$ cat config.mk
export PLATFORM = sky130hd
export DESIGN_NAME = writeback_arbiter
export DESIGN_NICKNAME = d
export VERILOG_FILES = /design/src/rtl/wb_pkg.sv /design/src/rtl/wb_fifo.sv /design/src/rtl/writeback_arbiter.sv
export SDC_FILE = /design/constraint.sdc
export NUM_CORES = 1
export LEC_CHECK = 0
export ABC_CLOCK_PERIOD_IN_PS = 3500
export CAP_MARGIN = 20
export CORE_MARGIN = 2
export CORE_UTILIZATION = 49
export DETAILED_ROUTE_END_ITERATION = 7
export GPL_TIMING_DRIVEN = 0
export PLACE_DENSITY_LB_ADDON = 0.25
export SYNTH_ARGS = -nofsm -noshare
export SYNTH_HDL_FRONTEND = slang
export SYNTH_SLANG_ARGS = --single-unit
export TNS_END_PERCENT = 1
$ cat constraint.sdc
create_clock -name clk -period 3.5 [get_ports clk]
set_input_delay 0.7 -clock clk [delete_from_list [all_inputs] [get_ports clk]]
set_output_delay 0.7 -clock clk [all_outputs]
set_load 0.005 [all_outputs]
$ cat src/rtl/wb_pkg.sv
// Shared types for the writeback stage: request record, result-source select, default widths.
package wb_pkg;

    localparam int unsigned WL = 32;
    localparam int unsigned AL = 5;

    typedef struct packed {
        logic [AL-1:0] rd;
        logic [WL-1:0] data;
    } wb_req_t;

    typedef enum logic [1:0] {
        WB_NONE,
        WB_ALU,
        WB_LOAD
    } wb_src_t;

endpackage

$ cat src/rtl/wb_fifo.sv
// Circular load-result buffer with occupancy count and a per-entry view for hazard compare.
module wb_fifo
    import wb_pkg::*;
#(
    parameter int unsigned DEPTH = 2,
    parameter type req_t = wb_req_t,
    localparam int unsigned CW = $clog2(DEPTH + 1),
    localparam int unsigned PW = (DEPTH > 1) ? $clog2(DEPTH) : 1
) (
    input  logic                 clk_i,
    input  logic                 rst_ni,
    input  logic                 push_i,
    input  req_t                 push_data_i,
    input  logic                 pop_i,
    output req_t                 head_o,
    output logic                 full_o,
    output logic                 empty_o,
    output logic [CW-1:0]        count_o,
    output req_t [DEPTH-1:0]     ent_o,
    output logic [DEPTH-1:0]     ent_vld_o
);

    req_t [DEPTH-1:0] mem_q;
    logic [DEPTH-1:0] vld_q, vld_d;
    logic [PW-1:0]    wr_ptr_q, wr_ptr_d;
    logic [PW-1:0]    rd_ptr_q, rd_ptr_d;
    logic [CW-1:0]    count_q, count_d;

    // Pointers wrap modulo DEPTH, so non-power-of-two depths work too.
    function automatic logic [PW-1:0] ptr_inc(input logic [PW-1:0] p);
        return (p == PW'(DEPTH - 1)) ? '0 : p + 1'b1;
    endfunction

    always_comb begin
        wr_ptr_d = wr_ptr_q;
        rd_ptr_d = rd_ptr_q;
        count_d  = count_q;
        vld_d    = vld_q;
        if (pop_i) begin
            rd_ptr_d         = ptr_inc(rd_ptr_q);
            vld_d[rd_ptr_q]  = 1'b0;
        end
        if (push_i) begin
            wr_ptr_d         = ptr_inc(wr_ptr_q);
            vld_d[wr_ptr_q]  = 1'b1;
        end
        case ({push_i, pop_i})
            2'b10:   count_d = count_q + CW'(1);
            2'b01:   count_d = count_q - CW'(1);
            default: count_d = count_q;
        endcase
    end

    always_ff @(posedge clk_i or negedge rst_ni) begin
        if (!rst_ni) begin
            wr_ptr_q <= '0;
            rd_ptr_q <= '0;
            count_q  <= '0;
            vld_q    <= '0;
        end else begin
            wr_ptr_q <= wr_ptr_d;
            rd_ptr_q <= rd_ptr_d;
            count_q  <= count_d;
            vld_q    <= vld_d;
        end
    end

    always_ff @(posedge clk_i) begin
        if (push_i) mem_q[wr_ptr_q] <= push_data_i;
    end

    assign head_o    = mem_q[rd_ptr_q];
    assign full_o    = (count_q == CW'(DEPTH));
    assign empty_o   = (count_q == '0);
    assign count_o   = count_q;
    assign ent_o     = mem_q;
    assign ent_vld_o = vld_q;

endmodule

$ cat src/rtl/writeback_arbiter.sv
// Writeback arbiter: merges ALU and buffered load results into the single register-file write port.
// Optional stall counter built when WB_PERF_EN is defined.
module writeback_arbiter
    import wb_pkg::*;
#(
    parameter int unsigned WORD_LENGTH = WL,
    parameter int unsigned ADDR_LENGTH = AL,
    parameter int unsigned LOAD_DEPTH  = 2
) (
    input  logic                   clk,
    input  logic                   reset_n,
    input  logic                   alu_valid,
    output logic                   alu_ready,
    input  logic [ADDR_LENGTH-1:0] alu_rd,
    input  logic [WORD_LENGTH-1:0] alu_result,
    input  logic                   ld_valid,
    output logic                   ld_ready,
    input  logic [ADDR_LENGTH-1:0] ld_rd,
    input  logic [WORD_LENGTH-1:0] ld_data,
    output logic                   we3,
    output logic [ADDR_LENGTH-1:0] wa3,
    output logic [WORD_LENGTH-1:0] wd3,
    input  logic [ADDR_LENGTH-1:0] qa1,
    input  logic [ADDR_LENGTH-1:0] qa2,
    output logic                   hz1,
    output logic                   hz2,
    output logic [31:0]            perf_stall
);

    localparam int unsigned CW = $clog2(LOAD_DEPTH + 1);

    typedef struct packed {
        logic [ADDR_LENGTH-1:0] rd;
        logic [WORD_LENGTH-1:0] data;
    } req_t;

    req_t                  head, push_req;
    req_t [LOAD_DEPTH-1:0] ent;
    logic [LOAD_DEPTH-1:0] ent_vld;
    logic                  fifo_full, fifo_empty, push, pop;
    logic [CW-1:0]         fifo_count;
    wb_src_t               src;

    logic                   we3_q, we3_d;
    logic [ADDR_LENGTH-1:0] wa3_q, wa3_d;
    logic [WORD_LENGTH-1:0] wd3_q, wd3_d;

    assign ld_ready  = (fifo_count < CW'(LOAD_DEPTH));
    assign alu_ready = (fifo_count != CW'(LOAD_DEPTH));
    assign push      = ld_valid && ld_ready;
    assign pop       = (src == WB_LOAD);
    assign push_req  = '{rd: ld_rd, data: ld_data};

    wb_fifo #(
        .DEPTH (LOAD_DEPTH),
        .req_t (req_t)
    ) u_fifo (
        .clk_i       (clk),
        .rst_ni      (reset_n),
        .push_i      (push),
        .push_data_i (push_req),
        .pop_i       (pop),
        .head_o      (head),
        .full_o      (fifo_full),
        .empty_o     (fifo_empty),
        .count_o     (fifo_count),
        .ent_o       (ent),
        .ent_vld_o   (ent_vld)
    );

    // A full FIFO takes priority so a blocked load unit can never starve.
    always_comb begin
        src = WB_NONE;
        if (fifo_full)        src = WB_LOAD;
        else if (alu_valid)   src = WB_ALU;
        else if (!fifo_empty) src = WB_LOAD;
    end

    always_comb begin
        we3_d = 1'b0;
        wa3_d = wa3_q;
        wd3_d = wd3_q;
        case (src)
            WB_ALU: begin
                wa3_d = alu_rd;
                wd3_d = alu_result;
                we3_d = (alu_rd != '0);
            end
            WB_LOAD: begin
                wa3_d = head.rd;
                wd3_d = head.data;
                we3_d = (head.rd != '0);
            end
            default: ;
        endcase
    end

    always_ff @(posedge clk or negedge reset_n) begin
        if (!reset_n) begin
            we3_q <= 1'b0;
            wa3_q <= '0;
            wd3_q <= '0;
        end else begin
            we3_q <= we3_d;
            wa3_q <= wa3_d;
            wd3_q <= wd3_d;
        end
    end

    assign we3 = we3_q;
    assign wa3 = wa3_q;
    assign wd3 = wd3_q;

    always_comb begin
        hz1 = 1'b0;
        hz2 = 1'b0;
        for (int unsigned i = 0; i < LOAD_DEPTH; i++) begin
            if (ent_vld[i] && (ent[i].rd == qa1)) hz1 = 1'b1;
            if (ent_vld[i] && (ent[i].rd == qa2)) hz2 = 1'b1;
        end
        if (we3_q && (wa3_q == qa1)) hz1 = 1'b1;
        if (we3_q && (wa3_q == qa2)) hz2 = 1'b1;
        if (qa1 == '0) hz1 = 1'b0;
        if (qa2 == '0) hz2 = 1'b0;
    end

`ifdef WB_PERF_EN
    logic [31:0] stall_q;

    always_ff @(posedge clk or negedge reset_n) begin
        if (!reset_n)
            stall_q <= '0;
        else if (alu_valid && !alu_ready && (stall_q != '1))
            stall_q <= stall_q + 32'd1;
    end

    assign perf_stall = stall_q;
`else
    assign perf_stall = '0;
`endif

endmodule

==> results of run 1 <==
## final timing paths
| check | end | depth (start not counted) | slack [ns] |
|---|---|---|---|
| max | hz1 | 6 | 0.29 |
| min | wd3[11]$_DFFE_PN0P_ | 1 | 0.25 |
| max reg2reg | u_fifo.ent_o[0]$_DFFE_PP_ | 5 | 1.57 |
| min reg2reg | u_fifo.ent_vld_o[1]$_DFF_PN0_ | 1 | 0.54 |
| max in group asynchronous | wd3[18]$_DFFE_PN0P_ | 2 | 2.71 |
| min in group clk | u_fifo.ent_vld_o[1]$_DFF_PN0_ | 1 | 0.54 |
## sequential cells by signal (all words and copies together), names as in the netlist
| register | cells |
|---|---|
| we3 | 1 |
| wa3 | 5 |
| u_fifo.count_o | 2 |
| u_fifo.ent_o | 74 |
| u_fifo.ent_vld_o | 2 |
| wd3 | 32 |
| u_fifo.wr_ptr_q | 1 |
| u_fifo.rd_ptr_q | 1 |
## synthesized netlist by cell type (all sizes together)
| cell type | n |
|---|---|
| edfxtp | 74 |
| buf | 60 |
| dfrtp | 44 |
| o21ai | 39 |
| nand2b | 38 |
| nor2 | 38 |
| a221oi | 37 |
| mux2 | 33 |
| o31ai | 33 |
| xor2 | 25 |
| xnor2 | 10 |
| a21oi | 6 |
| nor4 | 6 |
| clkinv | 4 |
| mux2i | 4 |
| or3 | 4 |
| clkbuf | 3 |
| inv | 3 |
| nand2 | 3 |
| or4 | 3 |
| a21o | 2 |
| a32oi | 2 |
| and2 | 2 |
| nand3 | 2 |
| and3 | 1 |
| conb | 1 |
| ha | 1 |
| nand4 | 1 |
| o211ai | 1 |
## layout make-up
type	count	area [µm²]
Inverter	7	26.3
Clock buffer	17	425
Tap cell	172	215
Multi-Input combinational cell	323	2540
Timing Repair Buffer	131	1340
Clock inverter	15	158
Sequential cell	118	3320
Fill cell	933	4040
Buffer	63	453
## worst reg2reg max path, stage by stage, from the launching register on
cell     delay [ns]
dfrtp_1        0.43
inv_1          0.14
buf_4          0.22
nand2_1        0.16
nor2_4         0.39
buf_12         0.27
## kinds of logic after synthesis
kind of cell	count (synthesis)	share of synthesized area [%]
XOR/XNOR	35	4.93
adder cells (fa/ha/maj)	1	0.201
other	1	0.0603
multiplexers	37	8.43
AND/OR/NAND/NOR	98	8.35
buffers and inverters	70	7.71
flip-flops	118	53.5
AO/OA/AOI/OAI	120	16.8
## stage by stage
stage          power, mW  setup WS, ns  hold WS [ns]  std cells  cell area (µm²)
6_report            6.69         0.288         0.253        846             8480
5_1_grt             7.03         0.137         0.286        846             8480
4_1_cts             6.72         0.287         0.263        846             8480
3_5_place_dp        5.01         0.297         0.501        814             7890
3_3_place_gp        4.89        -0.868         0.475        811             7830
2_1_floorplan       3.90         0.675         0.404        511             6330
## power groups by stage
stage,registers (mW),logic (mW),clock network [mW]
after CTS,2.24,2.77,1.71
after floorplan,2.20,1.71,0
after global routing,2.29,2.96,1.78
after global placement,2.26,2.63,0
after detailed placement,2.26,2.75,0
final,2.25,2.75,1.69
## per-layer routing
layer | part of all wire (%) | global-route usage [%] | up-vias
met3 | 6.7 | 5.24 | 26
met1 | 41 | 29.7 | 2251
met2 | 50 | 41.0 | 205
met5 | 0 | 0 | -
met4 | 1.9 | 8.16 | 0
li1 | - | - | 2109
==> out/results.tsv, run 1 <==
stage	metric	value	unit
run_status	run status	completed	
critical_path	CP peak stage delay	0.53	ns
cts	CTS HTree Levels	4	
critical_path	CP startpoint kind	input port	
timing	fin crit share	91.8	%
layout	area growth from synthesis to layout	36.4	%
power_and_ir_drop	cell leakage power	3.27	nW
timing	Setup-failing EPs final	0	
layout	fraction of layout cells with a size suffix above 1	24.8	%
cts	CTS Buf Count	17	
place	buffers added on ports	128	
die	num rows	41	
logic_synthesis	Netlist Area Pre-Place	6220	µm²
timing	worst relative slew slack	64.5	%
critical_path	crit path launch	qa1[3]	
detailed_routing	Detailed Routing Iterations Pass 1	5	
die	Die Area	13600	µm²
cts	Longest Clk Path Bufs	2	
grt	vias in the first global route	4673	
critical_path	Max FO, Critical Path	4	
timing	Slew Viols, Final	0	
critical_path	critical path type	in -> out	
detailed_routing	DRC	0	
job	max-cap violations	0	
cts	Root Buffer	clkbuf_16	
power_and_ir_drop	Seq pwr share	33.6	%
logic_synthesis	average size of a mapped cell	12.9	µm²
critical_path	most frequent CP cell	clkdlybuf4s50_1	
power_and_ir_drop	Gate power share	41.1	%
logic_synthesis	post-synth cell types	39	
grt	gr ovfl total	0	
grt	initial antenna violation count	0	
cts	CTS tree	yes	
cts	hold_buf cts	0	
critical_path	Bufs and invs on worst path	2	
critical_path	Critical Path End Type	output pin	
grt	largest net degree at the start of global routing	27	
logic_synthesis	cells taking the most area after synthesis	edfxtp_1 (36%), dfrtp_1 (18%), a221oi_2 (8.0%), mux2_4 (7.2%), buf_4 (4.6%)	
detailed_routing	DR vias/cell	5.43	
timing	skew final	0.00518	ns
detailed_routing	drt wl/cell	18.5	µm
cts	worst skew pair latency	0.41	ns
timing	count of final hold-check violations	0	
critical_path	cell with the largest stage delay on the worst path	clkdlybuf4s50_1	
power_and_ir_drop	Switch Pwr	2.26	mW
timing	worst slew pin tran	0.532	ns
layout	nets	750	
logic_synthesis	Seq/Total Area, Yosys	53.5	%
place	Final Wtd Congestion	0.826	
logic_synthesis	Gate Count Post-Synth	480	
logic_synthesis	top cell type's share of synthesized area	35.7	%
timing	unrepaired setup endpoints after global routing	no	
die	Core Area	12500	µm²
layout	leading cell type in the layout, fill and taps excluded	clkdlybuf4s50_1	
die	I/O Pins	162	
detailed_routing	final wirelength	15600	µm
critical_path	CP Cell Sequence	clkdlybuf4s50_1 -> xor2_1 -> nor4_1 -> a32oi_1 -> a21oi_1 -> clkdlybuf4s50_1	
die	initial core utilization	49.7	%
detailed_routing	via count	4591	
cts	postcts setup bufs	0	
timing	Max Fclk	311	MHz
detailed_routing	1st-iter DRT viols	338	
hold_path	Hold WC Path Type	in -> async	
die	die outline width	117	µm
power_and_ir_drop	Pint	4.43	mW
power_and_ir_drop	Sw Ratio	33.8	%
layout	post-layout util	67.7	%
timing	Sum Neg Setup Slack	0	ns
logic_synthesis	post-synthesis register bit count	118	
critical_path	Arr. time, crit path	2.51	ns
die	die height	117	µm
power_and_ir_drop	Cell Pwr Density	790	nW/µm²
cts	CTS resizes	0	
timing	min cycle time layout	3.21	ns
layout	antenna cells	0	
grt	Tot GR Track Use	23.8	%
critical_path	cell family with most CP delay	buffers and inverters	
detailed_routing	DRT antenna net count	0	
critical_path	worst r2r src	u_fifo.count_o[1]$_DFFE_PN0P_	
power_and_ir_drop	Worst VDD drop	0.000395	V
critical_path	critical path required time	2.80	ns
grt	first-pass GRT wire length	24200	µm
layout	commonest cells after routing, fill and taps aside	clkdlybuf4s50_1 (127), edfxtp_1 (74), dfrtp_1 (44), buf_4 (38), nand2b_1 (38)	
logic_synthesis	Yosys top cell by area	edfxtp_1	
place	dpl hpwl	11100	µm
cts	clock tree sinks	118	
cts	clk slew on worst S/H paths	0.06	ns
logic_synthesis	Syn. warnings	0	
power_and_ir_drop	Clk pwr share	25.3	%
Note: power is estimated with default switching activity, not from simulation.
==> run 2: changes to the inputs <==
--- a/config.mk
+++ b/config.mk
@@ -8,11 +8,12 @@
 export ABC_CLOCK_PERIOD_IN_PS = 3500
 export CAP_MARGIN = 20
 export CORE_MARGIN = 2
-export CORE_UTILIZATION = 49
+export CORE_UTILIZATION = 47
 export DETAILED_ROUTE_END_ITERATION = 7
 export GPL_TIMING_DRIVEN = 0
 export PLACE_DENSITY_LB_ADDON = 0.25
 export SYNTH_ARGS = -nofsm -noshare
 export SYNTH_HDL_FRONTEND = slang
+export SYNTH_HIERARCHICAL = 1
 export SYNTH_SLANG_ARGS = --single-unit
 export TNS_END_PERCENT = 1
==> out/results.tsv, run 2 <==
stage	metric	value	unit
detailed_routing	DRC	0	
cts	CTS tree	yes	
critical_path	critical path required time	2.80	ns
die	Die Area	12300	µm²
die	initial core utilization	48.7	%
logic_synthesis	EDFF count, synth	74	
power_and_ir_drop	Seq pwr share	36.3	%
power_and_ir_drop	Sw Ratio	30.4	%
power_and_ir_drop	Worst VDD drop	0.000382	V
timing	Slew Viols, Final	0	
grt	first-pass GRT wire length	20200	µm
layout	commonest cells after routing, fill and taps aside	clkdlybuf4s50_1 (128), edfxtp_1 (74), nand2_1 (63), dfrtp_1 (44), mux2_2 (37)	
timing	worst relative slew slack	64.0	%
logic_synthesis	synth cell count leaders	edfxtp_1 (74), nand2_1 (63), dfrtp_1 (44)	
timing	worst slew pin tran	0.539	ns
critical_path	CP Cell Sequence	clkdlybuf4s50_1 -> xor2_1 -> nor4_1 -> a32oi_1 -> a21oi_1 -> clkdlybuf4s50_1	
place	buffers added on ports	129	
cts	clk slew on worst S/H paths	0.05	ns
grt	M2 GR Usage	34.8	%
layout	area growth from synthesis to layout	41.9	%
critical_path	worst r2r src	u_fifo/count_o[1]$_DFFE_PN0P_	
place	Inst Count DP	706	
critical_path	cell family with most CP delay	buffers and inverters	
logic_synthesis	average size of a mapped cell	13.3	µm²
critical_path	Max FO, Critical Path	4	
critical_path	CP startpoint kind	input port	
power_and_ir_drop	Clk pwr share	28.1	%
grt	gr ovfl total	0	
logic_synthesis	top cell type's share of synthesized area	41.5	%
logic_synthesis	Gate Count Post-Synth	403	
cts	Longest Clk Path Bufs	2	
layout	nets	674	
job	max-cap violations	0	
detailed_routing	1st-iter DRT viols	206	
layout	antenna cells	0	
cts	CTS Buf Count	17	
layout	Multi-input gate area	1750	µm²
layout	max reg flops	74	
layout	# fillers	801	
detailed_routing	DRT antenna net count	0	
logic_synthesis	Netlist Area Pre-Place	5350	µm²
timing	Max Fclk	311	MHz
die	I/O Pins	162	
logic_synthesis	cells taking the most area after synthesis	edfxtp_1 (42%), dfrtp_1 (21%), mux2_2 (7.8%), buf_4 (4.9%), nand2_1 (4.4%)	
power_and_ir_drop	Gate power share	35.7	%
power_and_ir_drop	cell leakage power	3.09	nW
detailed_routing	drt wl/cell	16.9	µm
power_and_ir_drop	Switch Pwr	1.84	mW
power_and_ir_drop	Pint	4.21	mW
detailed_routing	final wirelength	12500	µm
cts	postcts setup bufs	0	
logic_synthesis	Main synth FF type	edfxtp_1	
grt	largest net degree at the start of global routing	33	
cts	Root Buffer	clkbuf_16	
run_status	run status	completed	
grt	vias in the first global route	4026	
cts	hold_buf cts	0	
timing	unrepaired setup endpoints after global routing	no	
layout	leading cell type in the layout, fill and taps excluded	clkdlybuf4s50_1	
die	die height	111	µm
grt	GRT busiest layer	met2	
timing	min cycle time layout	3.22	ns
timing	skew final	0.00590	ns
detailed_routing	via count	3702	
grt	global routing usage on met1	26.3	%
logic_synthesis	Syn. warnings	6	
logic_synthesis	Yosys top cell by area	edfxtp_1	
layout	area occupied by registers	3320	µm²
logic_synthesis	count leader, synth	edfxtp_1	
critical_path	critical path type	in -> out	
logic_synthesis	Seq/Total Area, Yosys	62.1	%
grt	Tot GR Track Use	21.3	%
critical_path	crit path launch	qa1[2]	
die	Core Area	11000	µm²
power_and_ir_drop	Cell Pwr Density	797	nW/µm²
logic_synthesis	post-synthesis register bit count	118	
cts	worst skew pair latency	0.40	ns
place	dpl hpwl	9000	µm
critical_path	most frequent CP cell	clkdlybuf4s50_1	
die	die outline width	111	µm
place	Final Wtd Congestion	0.869	
critical_path	cell with the largest stage delay on the worst path	clkdlybuf4s50_1	
cts	CTS HTree Levels	4	
critical_path	Critical Path End Type	output pin	
critical_path	Arr. time, crit path	2.52	ns
detailed_routing	DR vias/cell	5.02	
timing	Setup-failing EPs final	0	
timing	fin crit share	92.0	%
cts	CTS resizes	0	
die	num rows	38	
detailed_routing	Detailed Routing Iterations Pass 1	4	
critical_path	Bufs and invs on worst path	2	
layout	post-layout util	69.1	%
layout	non-filler cells, final	738	
cts	clock tree sinks	118	
timing	count of final hold-check violations	0	
grt	grt met3 use	6.83	%
logic_synthesis	post-synth cell types	33	
grt	initial antenna violation count	0	
layout	fraction of layout cells with a size suffix above 1	21.2	%
hold_path	Hold WC Path Type	in -> async	
critical_path	CP peak stage delay	0.52	ns
logic_synthesis	Post-synth ARST share	37.3	%
## run 2: kinds of logic after synthesis
kind of cell,synth area share [%]
AOI/OAI and AO/OA,7.09
xor gates and xnor gates,5.73
adders and majority gates,0.234
buffers and inverters,7.44
DFF,62.1
muxes,7.79
other,0.0701
and+or+nand+nor,9.52
## run 2: final cells by class
class | instances | share of cell area [%]
timing repair buffer | 132 | 17.7
clock buffer | 20 | 6.15
inverter | 3 | 0.148
sequential | 118 | 43.8
clock inverter | 12 | 1.67
buffer | 49 | 5.09
multi-input combinational | 264 | 23.1
tap | 140 | 2.31
## run 2: final timing paths
check                      slack (ns)  depth (start not counted)                            end
min                              0.20                          1            wd3[26]$_DFFE_PN0P_
min reg2reg                      0.47                          2             wd3[8]$_DFFE_PN0P_
min in group clk                 0.47                          2             wd3[8]$_DFFE_PN0P_
max                              0.28                          6                            hz1
max reg2reg                      1.56                          7  u_fifo/count_o[1]$_DFFE_PN0P_
max in group asynchronous        2.80                          2                  we3$_DFF_PN0_
## run 2: power groups by stage
| stage | Sequential, mW | Clock (mW) | Combinational, mW |
|---|---|---|---|
| after global placement | 2.20 | 0 | 2.08 |
| after floorplan | 2.19 | 0 | 1.17 |
| final | 2.19 | 1.70 | 2.16 |
| after detailed placement | 2.21 | 0 | 2.17 |
| after global routing | 2.24 | 1.79 | 2.37 |
| after CTS | 2.19 | 1.72 | 2.19 |
## run 2: per-layer routing
layer | share of wire (%) | wire [µm]
met1 | 42 | 5280
met2 | 49 | 6080
met3 | 7.1 | 888
met4 | 1.9 | 239
met5 | 0 | 0
## run 2: metrics by stage
stage                     setup TNS (ns)  worst slack [ns]  hold WS, ns  power [mW]  cell area, µm²
after floorplan                        0             0.505        0.404        3.35            5470
after global placement            -37.36             -1.01        0.461        4.28            6930
after detailed placement               0             0.285        0.462        4.38            7000
after CTS                              0             0.272        0.192        6.11            7590
after global routing                   0             0.131        0.198        6.40            7590
final                                  0             0.281        0.199        6.05            7590
